<file path="config.mk">
export PLATFORM = sky130hd
export DESIGN_NAME = fp_add_align
export DESIGN_NICKNAME = d
export VERILOG_FILES = /design/src/rtl/fp_add_align.sv
export SDC_FILE = /design/constraint.sdc
export NUM_CORES = 1
export LEC_CHECK = 0
export CAP_MARGIN = 20
export CELL_PAD_IN_SITES_DETAIL_PLACEMENT = 1
export CELL_PAD_IN_SITES_GLOBAL_PLACEMENT = 2
export CORE_MARGIN = 2
export CORE_UTILIZATION = 25
export CTS_BUF_LIST = sky130_fd_sc_hd__clkbuf_8
export CTS_CLUSTER_SIZE = 14
export DETAILED_ROUTE_END_ITERATION = 7
export HOLD_SLACK_MARGIN = 0.06
export PLACE_DENSITY_LB_ADDON = 0.1
export SLEW_MARGIN = 5
export SYNTH_ARGS = -nofsm -noshare
export SYNTH_HDL_FRONTEND = slang
export SYNTH_SLANG_ARGS = --single-unit
</file>
<file path="constraint.sdc">
create_clock -name clk -period 6.1 [get_ports clk]
set_input_delay 1.525 -clock clk [delete_from_list [all_inputs] [get_ports clk]]
set_output_delay 1.525 -clock clk [all_outputs]
set_load 0.03 [all_outputs]
</file>
<file path="src/rtl/fp_add_align.sv">
// fp_add_align: orders two binary32 operands by magnitude and right-aligns the smaller
//   significand with guard/round/sticky collection.
// Ports: clk/rst, in_valid/in_ready + op_a/op_b/sub in; out_valid/out_ready + sign_a, sign_b,
//   eff_sub, swapped, exp_big, mant_big, mant_small, special out.
// Latency: 2 + ceil(diff/SHIFT_STEP) edges, with the accept edge counted. One pair in flight.
// Backpressure: in_ready is high only in IDLE. Outputs hold in DONE until out_ready.
module fp_add_align #(
  parameter int SHIFT_STEP = 1
) (
  input  logic        clk,
  input  logic        rst,
  input  logic        in_valid,
  output logic        in_ready,
  input  logic [31:0] op_a,
  input  logic [31:0] op_b,
  input  logic        sub,
  output logic        out_valid,
  input  logic        out_ready,
  output logic        sign_a,
  output logic        sign_b,
  output logic        eff_sub,
  output logic        swapped,
  output logic [7:0]  exp_big,
  output logic [26:0] mant_big,
  output logic [26:0] mant_small,
  output logic        special
);

  typedef enum logic [1:0] {IDLE, CMP, SHIFT, DONE} state_t;

  localparam logic [4:0] STEP = 5'(SHIFT_STEP);

  state_t      state_q, state_d;
  logic [31:0] a_q, a_d, b_q, b_d;
  logic        sub_q, sub_d;
  logic [4:0]  rem_q, rem_d;
  logic        sign_a_q, sign_a_d, sign_b_q, sign_b_d;
  logic        eff_sub_q, eff_sub_d, swapped_q, swapped_d, special_q, special_d;
  logic [7:0]  exp_big_q, exp_big_d;
  logic [26:0] mant_big_q, mant_big_d, mant_small_q, mant_small_d;

  // Unpacked operands: a zero exponent field means a denormal or zero,
  // which uses effective exponent 1 and a clear hidden bit.
  logic [7:0]  ea, eb;
  logic [26:0] ma, mb;
  assign ea = (a_q[30:23] == 8'd0) ? 8'd1 : a_q[30:23];
  assign eb = (b_q[30:23] == 8'd0) ? 8'd1 : b_q[30:23];
  assign ma = {(a_q[30:23] != 8'd0), a_q[22:0], 3'b000};
  assign mb = {(b_q[30:23] != 8'd0), b_q[22:0], 3'b000};

  logic        b_bigger;
  logic [7:0]  diff;
  logic [4:0]  diff_clamped;
  assign b_bigger     = {eb, mb} > {ea, ma};
  assign diff         = b_bigger ? (eb - ea) : (ea - eb);
  // Shifting by 27 or more leaves only the sticky bit, so clamping is exact.
  assign diff_clamped = (diff > 8'd27) ? 5'd27 : diff[4:0];

  // Per-cycle shift amount and the mask of the bits it drops.
  logic [4:0]  k;
  logic [26:0] drop_mask;
  assign k         = (rem_q < STEP) ? rem_q : STEP;
  // With k = 27 the shift wraps to 0 and the subtraction gives all ones.
  assign drop_mask = (27'd1 << k) - 27'd1;

  always_comb begin
    state_d      = state_q;
    a_d          = a_q;
    b_d          = b_q;
    sub_d        = sub_q;
    rem_d        = rem_q;
    sign_a_d     = sign_a_q;
    sign_b_d     = sign_b_q;
    eff_sub_d    = eff_sub_q;
    swapped_d    = swapped_q;
    special_d    = special_q;
    exp_big_d    = exp_big_q;
    mant_big_d   = mant_big_q;
    mant_small_d = mant_small_q;
    case (state_q)
      IDLE: begin
        if (in_valid) begin
          a_d     = op_a;
          b_d     = op_b;
          sub_d   = sub;
          state_d = CMP;
        end
      end
      CMP: begin
        sign_a_d     = a_q[31];
        sign_b_d     = b_q[31];
        eff_sub_d    = a_q[31] ^ b_q[31] ^ sub_q;
        special_d    = (a_q[30:23] == 8'hFF) || (b_q[30:23] == 8'hFF);
        swapped_d    = b_bigger;
        exp_big_d    = b_bigger ? eb : ea;
        mant_big_d   = b_bigger ? mb : ma;
        mant_small_d = b_bigger ? ma : mb;
        rem_d        = diff_clamped;
        state_d      = (diff_clamped == 5'd0) ? DONE : SHIFT;
      end
      SHIFT: begin
        // Bit 0 accumulates everything shifted past it (sticky).
        mant_small_d = (mant_small_q >> k)
                     | {26'd0, (|(mant_small_q & drop_mask)) | mant_small_q[0]};
        rem_d        = rem_q - k;
        if (rem_q == k) state_d = DONE;
      end
      DONE: begin
        if (out_ready) state_d = IDLE;
      end
      default: state_d = IDLE;
    endcase
  end

  always_ff @(posedge clk) begin
    if (rst) begin
      state_q      <= IDLE;
      a_q          <= '0;
      b_q          <= '0;
      sub_q        <= 1'b0;
      rem_q        <= '0;
      sign_a_q     <= 1'b0;
      sign_b_q     <= 1'b0;
      eff_sub_q    <= 1'b0;
      swapped_q    <= 1'b0;
      special_q    <= 1'b0;
      exp_big_q    <= '0;
      mant_big_q   <= '0;
      mant_small_q <= '0;
    end else begin
      state_q      <= state_d;
      a_q          <= a_d;
      b_q          <= b_d;
      sub_q        <= sub_d;
      rem_q        <= rem_d;
      sign_a_q     <= sign_a_d;
      sign_b_q     <= sign_b_d;
      eff_sub_q    <= eff_sub_d;
      swapped_q    <= swapped_d;
      special_q    <= special_d;
      exp_big_q    <= exp_big_d;
      mant_big_q   <= mant_big_d;
      mant_small_q <= mant_small_d;
    end
  end

  assign in_ready   = (state_q == IDLE);
  assign out_valid  = (state_q == DONE);
  assign sign_a     = sign_a_q;
  assign sign_b     = sign_b_q;
  assign eff_sub    = eff_sub_q;
  assign swapped    = swapped_q;
  assign special    = special_q;
  assign exp_big    = exp_big_q;
  assign mant_big   = mant_big_q;
  assign mant_small = mant_small_q;

endmodule

</file>
==> impl_metrics.tcl <==
set metrics [dict create \
    run_status "finished clean" \
    filler_cell_count 3521 \
    hold_viol 0 \
    drtAntennaViolNets 0 \
    ff_latch_area_um2 2723 \
    die_area_um2 30570 \
    timing.critical_path.fanout_max 100 \
    post_cts.resized_instances 0 \
    critPathArrivalTime_ps 4860 \
    globalplace.congestion 0.7648 \
    grt_pass1_vias 6883 \
    synth.yosys.warnings 0 \
    synth.ff_latch_count 136 \
    die_w_um 174.8 \
    detailedRoute.firstPassIterationCount 4 \
    route.vias.total 6860 \
    post-synth-top-area-fraction 0.3732 \
    synth_seq_area_share 0.3732 \
    routed_wl_um 24590 \
    cts.htree.levels 4 \
    worst_setup_hold_path_clk_slew_ps 90 \
    groute.usage.overall 0.1614 \
    rr_endpoint "state_q[0]$_SDFFE_PP0P_" \
    grt_max_degree 101 \
    multi_input_logic_area_um2 4078 \
    fin_crit_ps 4470 \
    synth_top_area_cell "dfxtp_1" \
    depth_of_the_worst_register_to_register_path 13 \
    final_cells 1448 \
    maxClockFrequency_ghz 0.2237 \
    post-cts-setup-buffers 0 \
    pre_cts_ws_ps 1546 \
    fp.dieH_um 174.8 \
    place_hpwl_um 17860 \
    holdCritStartpoint "a_q[10]$_SDFFE_PP0P_" \
    crit_chain "or4_1 -> nor2_1 -> nor2_1 -> ha_1 -> nand4_2 -> nor4_4 -> and2b_4 -> o31ai_4 -> nand2_4 -> mux2i_1 -> or3_1 -> o41a_1 -> nor3_2" \
    reg2reg_from "a_q[24]$_SDFFE_PP0P_" \
    synthCells 965 \
    vdd_drop_max_uv 257.6 \
    initial_antenna_violation_count 0 \
    numPlacedInstances 1417 \
    overflow_after_grt 0 \
    p_leak_nw 3.319 \
    io-pin-count 138 \
    core.rowCount 62 \
    synth_area_per_cell_um2 7.560 \
    syn2layout_area_growth_pct 26.51 \
    final.hold.worst_slack_ps 458.3 \
    clock_root_buffer "clkbuf_8" \
    fin_setup_tns_ps 0 \
    number_of_different_library_cells_in_the_post_synthesis_netlist 67 \
    worst_skew_pair.late_latency_ps 460 \
    ff2ff_setup_slack_ps 1630 \
    worst_path_largest_cell_delay_ps 770 \
    worst-slew-pin-transition_ps 1045 \
    cp_top_family "simple AND/OR/NAND/NOR gates" \
    power.density_nw_per_um2 587.3 \
    end_kind "register" \
    timing.setup.critical_path_class "reg -> reg" \
    antenna_cells_inserted 0 \
    post_drt_via_cell_ratio 4.738 \
    holdPathEnd "a_q[10]$_SDFFE_PP0P_" \
    first_pass_grt_wire_length_um 38630 \
    hold_class "reg -> reg" \
    postCtsHoldBufs 0 \
    synth_async_sr_flop_share 0 \
    report.power.total_mw 5.421 \
    path_common_cell "nor2_1" \
    number_of_enable_flip_flop_cells_after_synthesis 0 \
    whs_path_depth 2 \
    cts_buffer_depth 2 \
    path_buf_inv 0 \
    slowest_stage "nand2_4" \
    cp_data_required_time_ps 6490 \
    numCtsBuffers 17 \
    post_layout_nets 1169 \
    synth_top_cells_by_area "dfxtp_1, a21oi_1, nand2_1" \
    port_buffers 134 \
    drt-wirelength-per-cell_um 16.98 \
    synthesis.area_um2 7296 \
    placeableCoreArea_um2 28700 \
    least_setup_slack_across_all_paths_after_layout_ps 1630 \
    number_of_violations_reported_at_the_end_of_detailed_routing_iteration_0 358 \
    timing_max_transition_violations_final 0 \
    start_kind "register" \
    maximum_capacitance_violations 0 \
    final-setup-viol-count 0 \
    cts.sink_count 136 \
    route.detailed.drc 0 \
    worst_clock_skew_ps 15.67 \
    post_route_cells_drive_above_1_share 0.05921 \
    ys.flop_type "dfxtp_1" \
    tritoncts "yes" \
    rsz0062_at_grt "false" \
    floorplan.initialDensity 0.2542 \
    slew-limit-headroom 0.3030 \
    final.period_utilization 0.7328 \
]
where the power goes:
group | switching, mW | internal, mW | total, mW
clock | 0.408 | 0.280 | 0.688
combinational | 2.16 | 1.21 | 3.37
sequential | 0.219 | 1.15 | 1.37
worst reg2reg max path, cell delays in order (launching register included):
cell and delay, ps:
dfxtp_1 390, or4_1 530, nor2_1 240, nor2_1 120, ha_1 370, nand4_2 190, nor4_4 370, and2b_4 230
o31ai_4 110, nand2_4 770, mux2i_1 230, or3_1 400, o41a_1 330, nor3_2 150
cell type report:
type	count	area share
well taps	384	0.05205
repair buffers	142	0.1520
multi-input cells	699	0.4418
inverters	56	0.02277
flip-flops and latches	136	0.2950
clock buffers	17	0.02535
clock inverters	14	0.01112
synth_stat cells (3+ instances only):
| master | instances |
|---|---|
| dfxtp_1 | 136 |
| and2_1 | 3 |
| a31oi_1 | 5 |
| or2_2 | 3 |
| a211oi_1 | 47 |
| inv_1 | 56 |
| nor4_1 | 6 |
| nor2_1 | 128 |
| xnor2_1 | 4 |
| o211ai_1 | 3 |
| clkbuf_1 | 63 |
| o22ai_1 | 25 |
| nand4_2 | 4 |
| mux2i_1 | 8 |
| ha_1 | 46 |
| buf_2 | 3 |
| nand3_1 | 7 |
| nand4_1 | 11 |
| a21oi_1 | 135 |
| a311oi_1 | 8 |
| o21ai_0 | 22 |
| a21o_1 | 3 |
| nand2_1 | 165 |
| buf_1 | 6 |
| nor3_1 | 5 |
| or3_1 | 5 |
| nor2b_1 | 6 |
| buf_4 | 3 |
cell families (layout without fill, tap and decap cells):
group / count (synthesis) / in the layout / share of synthesized area
simple gates: 358 / 358 / 0.2152
mux: 8 / 8 / 0.01098
xor+xnor: 5 / 5 / 0.006002
other cells: 1 / 3 / 0.0005140
buf+inv: 132 / 229 / 0.07100
flops: 136 / 136 / 0.3732
fa+ha+maj: 48 / 48 / 0.08438
compound gates: 277 / 277 / 0.2387
layout by cell type (no fill, tap or decap), types with 3 or more instances in the layout:
| cell | Yosys | layout |
|---|---|---|
| nand2_1 | 165 | 164 |
| dfxtp_1 | 136 | 136 |
| a21oi_1 | 135 | 134 |
| clkdlybuf4s50_1 | 0 | 133 |
| nor2_1 | 128 | 128 |
| inv_1 | 56 | 57 |
| a211oi_1 | 47 | 47 |
| ha_1 | 46 | 45 |
| o22ai_1 | 25 | 25 |
| o21ai_0 | 22 | 22 |
| clkbuf_8 | 0 | 17 |
| nand4_1 | 11 | 11 |
| mux2i_1 | 8 | 8 |
| a311oi_1 | 8 | 8 |
| buf_4 | 3 | 8 |
| nand3_1 | 7 | 7 |
| nor4_1 | 6 | 6 |
| nor2b_1 | 6 | 6 |
| clkinvlp_4 | 0 | 6 |
| nor3_1 | 5 | 5 |
| or3_1 | 5 | 5 |
| a31oi_1 | 5 | 5 |
| nand4_2 | 4 | 4 |
| xnor2_1 | 4 | 4 |
| inv_6 | 0 | 4 |
| or2_2 | 3 | 3 |
| a21o_1 | 3 | 3 |
| o211ai_1 | 3 | 3 |
| conb_1 | 1 | 3 |
worst max path at each step:
stage | from | endpoint | slack (ps) | cells after the start
after CTS | a_q[24]$_SDFFE_PP0P_ | state_q[0]$_SDFFE_PP0P_ | 1540 | 13
after global placement | a_q[24]$_SDFFE_PP0P_ | state_q[0]$_SDFFE_PP0P_ | 1720 | 13
after floorplan | a_q[24]$_SDFFE_PP0P_ | state_q[0]$_SDFFE_PP0P_ | 2660 | 14
final | a_q[24]$_SDFFE_PP0P_ | state_q[0]$_SDFFE_PP0P_ | 1630 | 13
after detailed placement | a_q[24]$_SDFFE_PP0P_ | state_q[0]$_SDFFE_PP0P_ | 1550 | 13
after global routing | a_q[24]$_SDFFE_PP0P_ | state_q[0]$_SDFFE_PP0P_ | 1260 | 13
through the flow:
step / area [um2] / util
detailed placement: 8894 / 0.3099
CTS: 9230 / 0.3216
global route: 9230 / 0.3216
floorplan: 7303 / -
global placement: 8882 / 0.3095
finish: 9230 / 0.3216
per-layer routing:
layer	track usage	routed length [um]	vias up	share of wire
li1	-	-	3496	-
met1	0.2310	12690	3234	0.52
met2	0.2474	10680	113	0.43
met3	0.03046	947	17	0.039
met4	0.04375	274	0	0.011
met5	0	0	-	0
registers in the layout, indices dropped and copies added (netlist names):
| register | flops |
|---|---|
| special | 1 |
| eff_sub | 1 |
| sign_a | 1 |
| rem_q | 5 |
| mant_big | 24 |
| mant_small | 27 |
| b_q | 32 |
| a_q | 32 |
| sub_q | 1 |
| exp_big | 8 |
| state_q | 2 |
| swapped | 1 |
| sign_b | 1 |
(Power assumes the default switching activity.)
